<file path="config.mk">
export PLATFORM = sky130hd
export DESIGN_NAME = mem_bus_arbiter_flat
export DESIGN_NICKNAME = d
export VERILOG_FILES = /design/src/rtl/mem_bus_arbiter_if.sv /design/src/rtl/mem_bus_arbiter.sv /design/src/flat_wrapper.sv
export SDC_FILE = /design/constraint.sdc
export NUM_CORES = 1
export LEC_CHECK = 0
export ABC_AREA = 1
export BUFFER_PORTS_ARGS = -buffer_cell sky130_fd_sc_hd__buf_2
export CELL_PAD_IN_SITES_DETAIL_PLACEMENT = 1
export CELL_PAD_IN_SITES_GLOBAL_PLACEMENT = 1
export CORE_UTILIZATION = 33
export CTS_BUF_LIST = sky130_fd_sc_hd__clkbuf_4
export DETAILED_ROUTE_END_ITERATION = 8
export PLACE_DENSITY_LB_ADDON = 0.1
export SLEW_MARGIN = 20
export SYNTH_ARGS = -nofsm -noshare
export SYNTH_HDL_FRONTEND = slang
export SYNTH_SLANG_ARGS = --single-unit
</file>
<file path="constraint.sdc">
create_clock -name clk -period 2.05 [get_ports clk]
set_input_delay 0.1025 -clock clk [delete_from_list [all_inputs] [get_ports clk]]
set_output_delay 0.1025 -clock clk [all_outputs]
set_load 0.05 [all_outputs]
</file>
<file path="src/rtl/mem_bus_arbiter_if.sv">
// Bus bundle between the memory arbiter and its clients: I-cache, D-cache, DMA and memory.
// master is the arbiter side; slave is the side of the caches, DMA controller and memory model.
interface mem_bus_arbiter_if #(
  parameter int WORD_SIZE = 16
);
  localparam int LINE_W = 4 * WORD_SIZE;

  logic                 i_readM;
  logic [WORD_SIZE-1:0] i_address;
  logic [LINE_W-1:0]    i_data;
  logic                 i_ready;

  logic                 d_readM;
  logic                 d_writeM;
  logic [WORD_SIZE-1:0] d_address;
  logic [LINE_W-1:0]    d_wdata;
  logic [LINE_W-1:0]    d_rdata;
  logic                 d_ready;

  logic                 BR;
  logic                 BG;

  logic                 mem_read;
  logic                 mem_write;
  logic [WORD_SIZE-1:0] mem_address;
  logic [LINE_W-1:0]    mem_wdata;
  logic [LINE_W-1:0]    mem_rdata;

  modport master (
    input  i_readM, i_address, d_readM, d_writeM, d_address, d_wdata, BR, mem_rdata,
    output i_data, i_ready, d_rdata, d_ready, BG,
           mem_read, mem_write, mem_address, mem_wdata
  );

  modport slave (
    output i_readM, i_address, d_readM, d_writeM, d_address, d_wdata, BR, mem_rdata,
    input  i_data, i_ready, d_rdata, d_ready, BG,
           mem_read, mem_write, mem_address, mem_wdata
  );
endinterface

</file>
<file path="src/rtl/mem_bus_arbiter.sv">
// Shares one line-wide memory port between I-cache, D-cache and DMA (BR/BG bus handover).
// Each cache transaction is IDLE + LATENCY access cycles + one RESP cycle.
module mem_bus_arbiter #(
  parameter int WORD_SIZE = 16,
  parameter int LATENCY   = 4,
  parameter int MAX_WAIT  = 8
) (
  input  logic              clk,
  input  logic              reset,
  mem_bus_arbiter_if.master bus
);
  localparam int CNT_W = 4;
  localparam logic [WORD_SIZE-1:0] ALIGN_MASK = ~WORD_SIZE'(3);

  typedef enum logic [2:0] {IDLE, IREAD, DREAD, DWRITE, RESP, GRANT} state_t;

  state_t               state;
  state_t               next_state;
  logic [CNT_W-1:0]     cnt;
  logic [7:0]           wait_cnt;
  logic                 resp_d;
  logic                 in_access;
  logic                 last_beat;
  logic                 accept;
  logic                 enter_grant;
  logic [WORD_SIZE-1:0] acc_addr;

  assign in_access   = (state == IREAD) || (state == DREAD) || (state == DWRITE);
  assign last_beat   = (cnt == CNT_W'(LATENCY - 1));
  assign accept      = (state == IDLE) &&
                       ((next_state == IREAD) || (next_state == DREAD) || (next_state == DWRITE));
  assign enter_grant = (state != GRANT) && (next_state == GRANT);
  assign acc_addr    = (next_state == IREAD) ? bus.i_address : bus.d_address;

  always_comb begin
    next_state = state;
    case (state)
      IDLE: begin
        // A starved DMA request outranks every cache request.
        if (bus.BR && (wait_cnt >= 8'(MAX_WAIT))) next_state = GRANT;
        else if (bus.d_writeM)                    next_state = DWRITE;
        else if (bus.d_readM)                     next_state = DREAD;
        else if (bus.i_readM)                     next_state = IREAD;
        else if (bus.BR)                          next_state = GRANT;
      end
      IREAD, DREAD, DWRITE: if (last_beat) next_state = RESP;
      RESP:                 next_state = IDLE;
      GRANT:                if (!bus.BR) next_state = IDLE;
      default:              next_state = IDLE;
    endcase
  end

  always_comb begin
    bus.mem_read  = (state == IREAD) || (state == DREAD);
    bus.mem_write = (state == DWRITE);
    bus.BG        = (state == GRANT);
    bus.i_ready   = (state == RESP) && !resp_d;
    bus.d_ready   = (state == RESP) && resp_d;
  end

  always_ff @(posedge clk) begin
    if (reset) begin
      state           <= IDLE;
      cnt             <= '0;
      wait_cnt        <= '0;
      resp_d          <= 1'b0;
      bus.mem_address <= '0;
      bus.mem_wdata   <= '0;
      bus.i_data      <= '0;
      bus.d_rdata     <= '0;
    end else begin
      state <= next_state;

      if (accept) begin
        cnt             <= '0;
        resp_d          <= (next_state != IREAD);
        bus.mem_address <= acc_addr & ALIGN_MASK;
        bus.mem_wdata   <= bus.d_wdata;
      end else if (enter_grant) begin
        bus.mem_address <= '0;
        bus.mem_wdata   <= '0;
      end

      if (in_access) begin
        cnt <= cnt + CNT_W'(1);
        // Memory presents the line only in the final access cycle.
        if (last_beat && (state == IREAD)) bus.i_data  <= bus.mem_rdata;
        if (last_beat && (state == DREAD)) bus.d_rdata <= bus.mem_rdata;
      end

      if (!bus.BR || enter_grant)
        wait_cnt <= '0;
      else if ((state != GRANT) && (wait_cnt < 8'(MAX_WAIT)))
        wait_cnt <= wait_cnt + 8'd1;
    end
  end
endmodule

</file>
<file path="src/flat_wrapper.sv">
// flat-port wrapper written by rule: the top's interface ports become plain ports
module mem_bus_arbiter_flat 
#(
  parameter int WORD_SIZE = 16,
  parameter int LATENCY   = 4,
  parameter int MAX_WAIT  = 8
)
  (clk, reset, bus_i_readM, bus_i_address, bus_d_readM, bus_d_writeM, bus_d_address, bus_d_wdata, bus_BR, bus_mem_rdata, bus_i_data, bus_i_ready, bus_d_rdata, bus_d_ready, bus_BG, bus_mem_read, bus_mem_write, bus_mem_address, bus_mem_wdata);
  mem_bus_arbiter_if #(.WORD_SIZE(WORD_SIZE)) bus_i ();
  input  logic clk;
  input  logic reset;
  input wire logic [$bits(bus_i.i_readM)-1:0] bus_i_readM;
  input wire logic [$bits(bus_i.i_address)-1:0] bus_i_address;
  input wire logic [$bits(bus_i.d_readM)-1:0] bus_d_readM;
  input wire logic [$bits(bus_i.d_writeM)-1:0] bus_d_writeM;
  input wire logic [$bits(bus_i.d_address)-1:0] bus_d_address;
  input wire logic [$bits(bus_i.d_wdata)-1:0] bus_d_wdata;
  input wire logic [$bits(bus_i.BR)-1:0] bus_BR;
  input wire logic [$bits(bus_i.mem_rdata)-1:0] bus_mem_rdata;
  output wire logic [$bits(bus_i.i_data)-1:0] bus_i_data;
  output wire logic [$bits(bus_i.i_ready)-1:0] bus_i_ready;
  output wire logic [$bits(bus_i.d_rdata)-1:0] bus_d_rdata;
  output wire logic [$bits(bus_i.d_ready)-1:0] bus_d_ready;
  output wire logic [$bits(bus_i.BG)-1:0] bus_BG;
  output wire logic [$bits(bus_i.mem_read)-1:0] bus_mem_read;
  output wire logic [$bits(bus_i.mem_write)-1:0] bus_mem_write;
  output wire logic [$bits(bus_i.mem_address)-1:0] bus_mem_address;
  output wire logic [$bits(bus_i.mem_wdata)-1:0] bus_mem_wdata;
  assign bus_i.i_readM = bus_i_readM;
  assign bus_i.i_address = bus_i_address;
  assign bus_i.d_readM = bus_d_readM;
  assign bus_i.d_writeM = bus_d_writeM;
  assign bus_i.d_address = bus_d_address;
  assign bus_i.d_wdata = bus_d_wdata;
  assign bus_i.BR = bus_BR;
  assign bus_i.mem_rdata = bus_mem_rdata;
  assign bus_i_data = bus_i.i_data;
  assign bus_i_ready = bus_i.i_ready;
  assign bus_d_rdata = bus_i.d_rdata;
  assign bus_d_ready = bus_i.d_ready;
  assign bus_BG = bus_i.BG;
  assign bus_mem_read = bus_i.mem_read;
  assign bus_mem_write = bus_i.mem_write;
  assign bus_mem_address = bus_i.mem_address;
  assign bus_mem_wdata = bus_i.mem_wdata;
  mem_bus_arbiter #(.WORD_SIZE(WORD_SIZE), .LATENCY(LATENCY), .MAX_WAIT(MAX_WAIT)) u_core (.clk(clk), .reset(reset), .bus(bus_i));
endmodule
</file>
# Word level (Yosys, flattened, before mapping)
# Cells that the tools add are included.
# word_totals
reg_bits	222
input_bits	166
out_inout_bits	213
elab_cells	61
# op_classes
add_sub_neg	2
magnitude_cmp	2
n_eq_ne	12
muxes	15
n_reduce_logical	22
# ops
operator	n
$mux 64	2
$mux 16	3
$mux 3	7
$eq 3x2->1 const B	4
$eq 3x3->1 const B	3
$pmux 3 s3	1
$add 8x1->8 const B	1
$ge 8x4->1 const B	1
$logic_and 1x1->1	8
$lt 8x4->1 const B	1
$mux 4	2
$eq 3x1->1 const B	2
$logic_or 1x1->1	5
$add 4x1->4 const B	1
$eq 4x2->1 const B	1
$reduce_and 2->1	2
$reduce_bool 2->1	2
$logic_not 3->1	1
$ne 3x1->1 const B	1
$ne 3x3->1 const B	1
$reduce_or 3->1	1
$logic_not 1->1	2
$reduce_or 2->1	1

# Longest topological paths before layout
# depth
word_depth	12
mapped_depth	14
mapped_depth_nobuf	12

# Worst setup path after synthesis
# Ideal clock, no wire load.
# synth_path
kind	register -> register
from	register u_core.state[0]
to	register u_core.bus.mem_wdata[43] (netlist bit)
setup_ps	70
t_arrival_ps	1776
required_ps	1980
slack_ps	204
path_stages_with_launch	13
n_path_buf	2
synth_period_minus_slack_ps	1846
cell_sequence	dfxtp_1 nand2_2 nor2_4 nand2_2 nand2_1 inv_2 nand2_4 nor2_2 nor2_4 buf_6 buf_6 nand2_1 a21oi_1
# synth_between
word_cells_on_any_way	25
classes_between	eq/ne (9); mux (9); reduce/logical (7)
# synth_lines
element	line	rtl
start, declared	mem_bus_arbiter.sv:17	state_t state;
start signal, assigned	mem_bus_arbiter.sv:72	state <= next_state;
$eq 3x3->1 (*)	-	
via bus_BG	flat_wrapper.sv:24	output wire logic [$bits(bus_i.BG)-1:0] bus_BG;
$pmux 3 s3 (*)	mem_bus_arbiter.sv:37	case (state)
$eq 3x1->1 / $eq 3x2->1 (equally long branches)	mem_bus_arbiter.sv:31	((next_state == IREAD) || (next_state == DREAD) || (next_state == DWRITE));
$logic_or 1x1->1 (2 in a row)	mem_bus_arbiter.sv:31	
$logic_and 1x1->1	mem_bus_arbiter.sv:30	assign accept = (state == IDLE) &&
$mux 64 / $reduce_bool 2->1 (equally long branches)	-	
end signal, assigned	mem_bus_arbiter.sv:78	bus.mem_wdata <= bus.d_wdata;
end, declared	mem_bus_arbiter_if.sv:32	mem_read, mem_write, mem_address, mem_wdata
# The timed path passes the listed nets; every way through them passes the cells marked *.
# A chain may end at the register's enable or synchronous reset.

# Final worst setup path
# layout_path
from	register u_core.state[2]
to	register u_core.bus.mem_wdata[63] (netlist bit)
# layout_between
elab_chain_len	11
word_cells_on_any_way	25
classes_between	eq/ne (9); mux (9); reduce/logical (7)
# layout_rtl
element	line	rtl
$mux 3	mem_bus_arbiter.sv:44	else if (bus.BR) next_state = GRANT;
$mux 3	mem_bus_arbiter.sv:43	else if (bus.i_readM) next_state = IREAD;
$mux 3	mem_bus_arbiter.sv:42	else if (bus.d_readM) next_state = DREAD;
$mux 3	mem_bus_arbiter.sv:41	else if (bus.d_writeM) next_state = DWRITE;
$mux 3	mem_bus_arbiter.sv:40	if (bus.BR && (wait_cnt >= 8'(MAX_WAIT))) next_state = GRANT;
$pmux 3 s3	mem_bus_arbiter.sv:37	
$eq 3x1->1 / $eq 3x2->1 (equally long branches)	mem_bus_arbiter.sv:31	
$logic_or 1x1->1 (2 in a row)	mem_bus_arbiter.sv:31	
$logic_and 1x1->1	mem_bus_arbiter.sv:30	
$mux 64 / $reduce_bool 2->1 (equally long branches)	-	
# Several ways; a longest one is shown, not always the timed one.

==> metrics <==
status=finished, final reports clean; total power=0.0125 W; post-route non-filler standard cell count=2013; Cell Count Post-Placement=roughly 1700; most frequent cells in the layout=buf_2 (371), nor2_1 (281), dfxtp_1 (220); CP Data Arrival Time=about 2500 ps; hold crit path type=in2reg; Seq/Total Area, Yosys=53.4%; Pleak=approximately 6.6 nW; Final Hold Vio Count=0; reg2reg setup slack=120 ps; relative slew slack=32.2%; Setup Total Neg Slack=0 ps; commonest non-fill, non-tap cell in the layout=buf_2; Pint=0.00791 W; Mapped Area=between 0.008 and 0.009 mm2; Synth top area share=between 50% and 60%; Chip Height=161 um; initial antenna violation count=3; Worst Hold End=u_core.state[1]; DR vias/cell=4.81; FF+latch count, synth=about 220; clk buf depth=3; Worst Path Class, Setup=reg2reg; Routed Antenna Nets=0; Clock Tree Root=clkbuf_4; clock insertion delay at the later pin of the skew report=700 ps; Pre-antenna DRT Iters=4; vias in the first global route=10282; max-cap check violation count=0; total number of vias=9681; Worst Skew=29.9 ps; largest net degree at the start of global routing=86; Worst-Margin Slew=1020 ps; PwrDens=943 mW/mm2; die width=161 um; Top Ports=379; RR Startpoint=u_core.state[2]; Critical Path Start Type=register; Slew Viols, Final=0; Critical Path Sink Type=register; Final WS setup=119 ps; initial core utilization=34.0%; synthesized instance count=1092; share of cells above drive strength 1=31.8%; Synth area leader=dfxtp_1; num rows=57; power share of the combinational group=slightly below 30%; Yosys cell types=28; Layout Nets=~1800; DR WL/cell=17.4 um; initial DRC count=518; CP max FO=21; total core area=0.0245 mm2; Total GRT Usage=25.6%; first-pass GRT wire length=53800 um; Num Clock Sinks=around 220; GP Congestion=0.774; Clk pwr share=31.9%; Synth area leaders=dfxtp_1 (53%), nor2_1 (13%), o21ai_0 (7.9%); # setup viols final=0; final instance area=around 0.013 mm2; Sw Share=36.5%; hold depth=8; HPWL after detailed placement=around 20000 um; Max Fclk=0.518 GHz; htree depth=2; CTS Buf Count=60; gr ovfl total=0; R2R cell count=12; number of buffers added on ports=372; Place WS=14.1 ps; area delta synth->final=58.5%; hold path start=bus_d_readM; peak supply drop=418 uV; Placed Area=0.0105 mm2; min Tclk post-route=1930 ps; TritonCTS clock tree=yes; Psw=between 0.004 and 0.005 W; period utilisation layout=94.2%; Reg power frac=38.7%; yosys warns=0; Worst-path clk slew=70 ps; syn_area_per_cell=7.63 um2; # DRC=0; die area=~0.026 mm2; Worst EP required=2650 ps; WL final=approximately 35000 um; reg-to-reg endpoint=u_core.bus.mem_wdata[63]
==> worst max-delay path by stage <==
stage	slack, ps	start	depth (start not counted)	end
after floorplan	200	u_core.state[0]	12	u_core.bus.mem_wdata[43]
after global placement	80	u_core.wait_cnt[4]	8	u_core.wait_cnt[2]
after detailed placement	10	u_core.wait_cnt[4]	8	u_core.wait_cnt[2]
after CTS	20	u_core.cnt[0]	12	u_core.bus.mem_wdata[58]
after global routing	-5	u_core.cnt[0]	13	u_core.bus.mem_wdata[63]
final	120	u_core.state[2]	12	u_core.bus.mem_wdata[63]
==> stage by stage <==
| stage | hold WS (ps) | util (%) |
|---|---|---|
| 2_1_floorplan | 237 | - |
| 3_3_place_gp | 342 | 43.0 |
| 3_5_place_dp | 348 | 43.0 |
| 4_1_cts | 56.2 | 52.7 |
| 5_1_grt | 95.7 | 53.8 |
| 6_report | 82.1 | 53.8 |
==> power groups by stage <==
stage	clock, W	combinational, W	sequential [W]
after floorplan	0	0.00110	0.00591
after global placement	0	0.00298	0.00488
after detailed placement	0	0.00299	0.00490
after CTS	0.00408	0.00327	0.00480
after global routing	0.00433	0.00388	0.00486
final	0.00397	0.00366	0.00482
==> what timing repair did <==
action | in CTS | in global routing
setup buffers | 0 | 4
endpoints found under the hold margin | 217 | 0
gates resized for setup | 2 | 30
gates cloned | 0 | 5
hold buffers | 162 | 0
pin swaps | 0 | 6
endpoints found under the setup margin | 2 | 159
==> cell families (layout without fill, tap and decap cells) <==
family,after synthesis,in the layout,share of synthesized area (%)
AOI/OAI and AO/OA,223,223,13.6
adders and majority gates,3,3,0.451
buffers and inverters,133,726,6.82
and+or+nand+nor,509,509,25.6
DFF,222,222,53.4
other,1,5,0.0450
xor gates and xnor gates,1,1,0.105
==> critical path, stage by stage (launching register included) <==
cell and delay (ps):
dfxtp_1 490, inv_2 100, nor2_4 160, nand2_2 90, nand2_1 90, inv_2 50
nand2_4 100, nor2_2 50, nor2_4 130, buf_12 140, clkbuf_16 190, nand2_1 80
a21oi_1 180
==> layer usage <==
layer  vias up  GRT usage [%]  share of wire [%]
li1       4685              -                  -
met1      4552           29.2                 41
met2       355           44.6                 48
met3        89           7.46                7.5
met4         0           10.6                3.3
met5         -              0                  0
==> synth_stat cells, drive strengths merged <==
library cell,number
nor2,286
xor2,1
nor3b,1
nand3,103
inv,52
o21ai,133
buf,30
a41oi,1
clkbuf,51
ha,3
nand2,102
nor3,2
conb,1
dfxtp,222
a21oi,89
nand4,15
==> sequential cells by signal, summed over array words and instances, names as in the netlist <==
name and flops:
u_core.bus.mem_wdata 64, u_core.resp_d 1, u_core.bus.i_data 64, u_core.bus.mem_address 14
u_core.state 3, u_core.cnt 4, u_core.bus.d_rdata 64, u_core.wait_cnt 8
==> area by class of cell <==
| cell class | count | area (um2) |
|---|---|---|
| repair buffers | 567 | 3960 |
| diodes | 3 | 7.51 |
| clock buffers | 86 | 646 |
| fillers | 3121 | 11300 |
| multi-input cells | 738 | 3430 |
| clock inverters | 21 | 110 |
| well taps | 324 | 405 |
| flip-flops and latches | 222 | 4450 |
| inverters | 52 | 195 |
No activity file was read; power rests on OpenSTA's default activity.
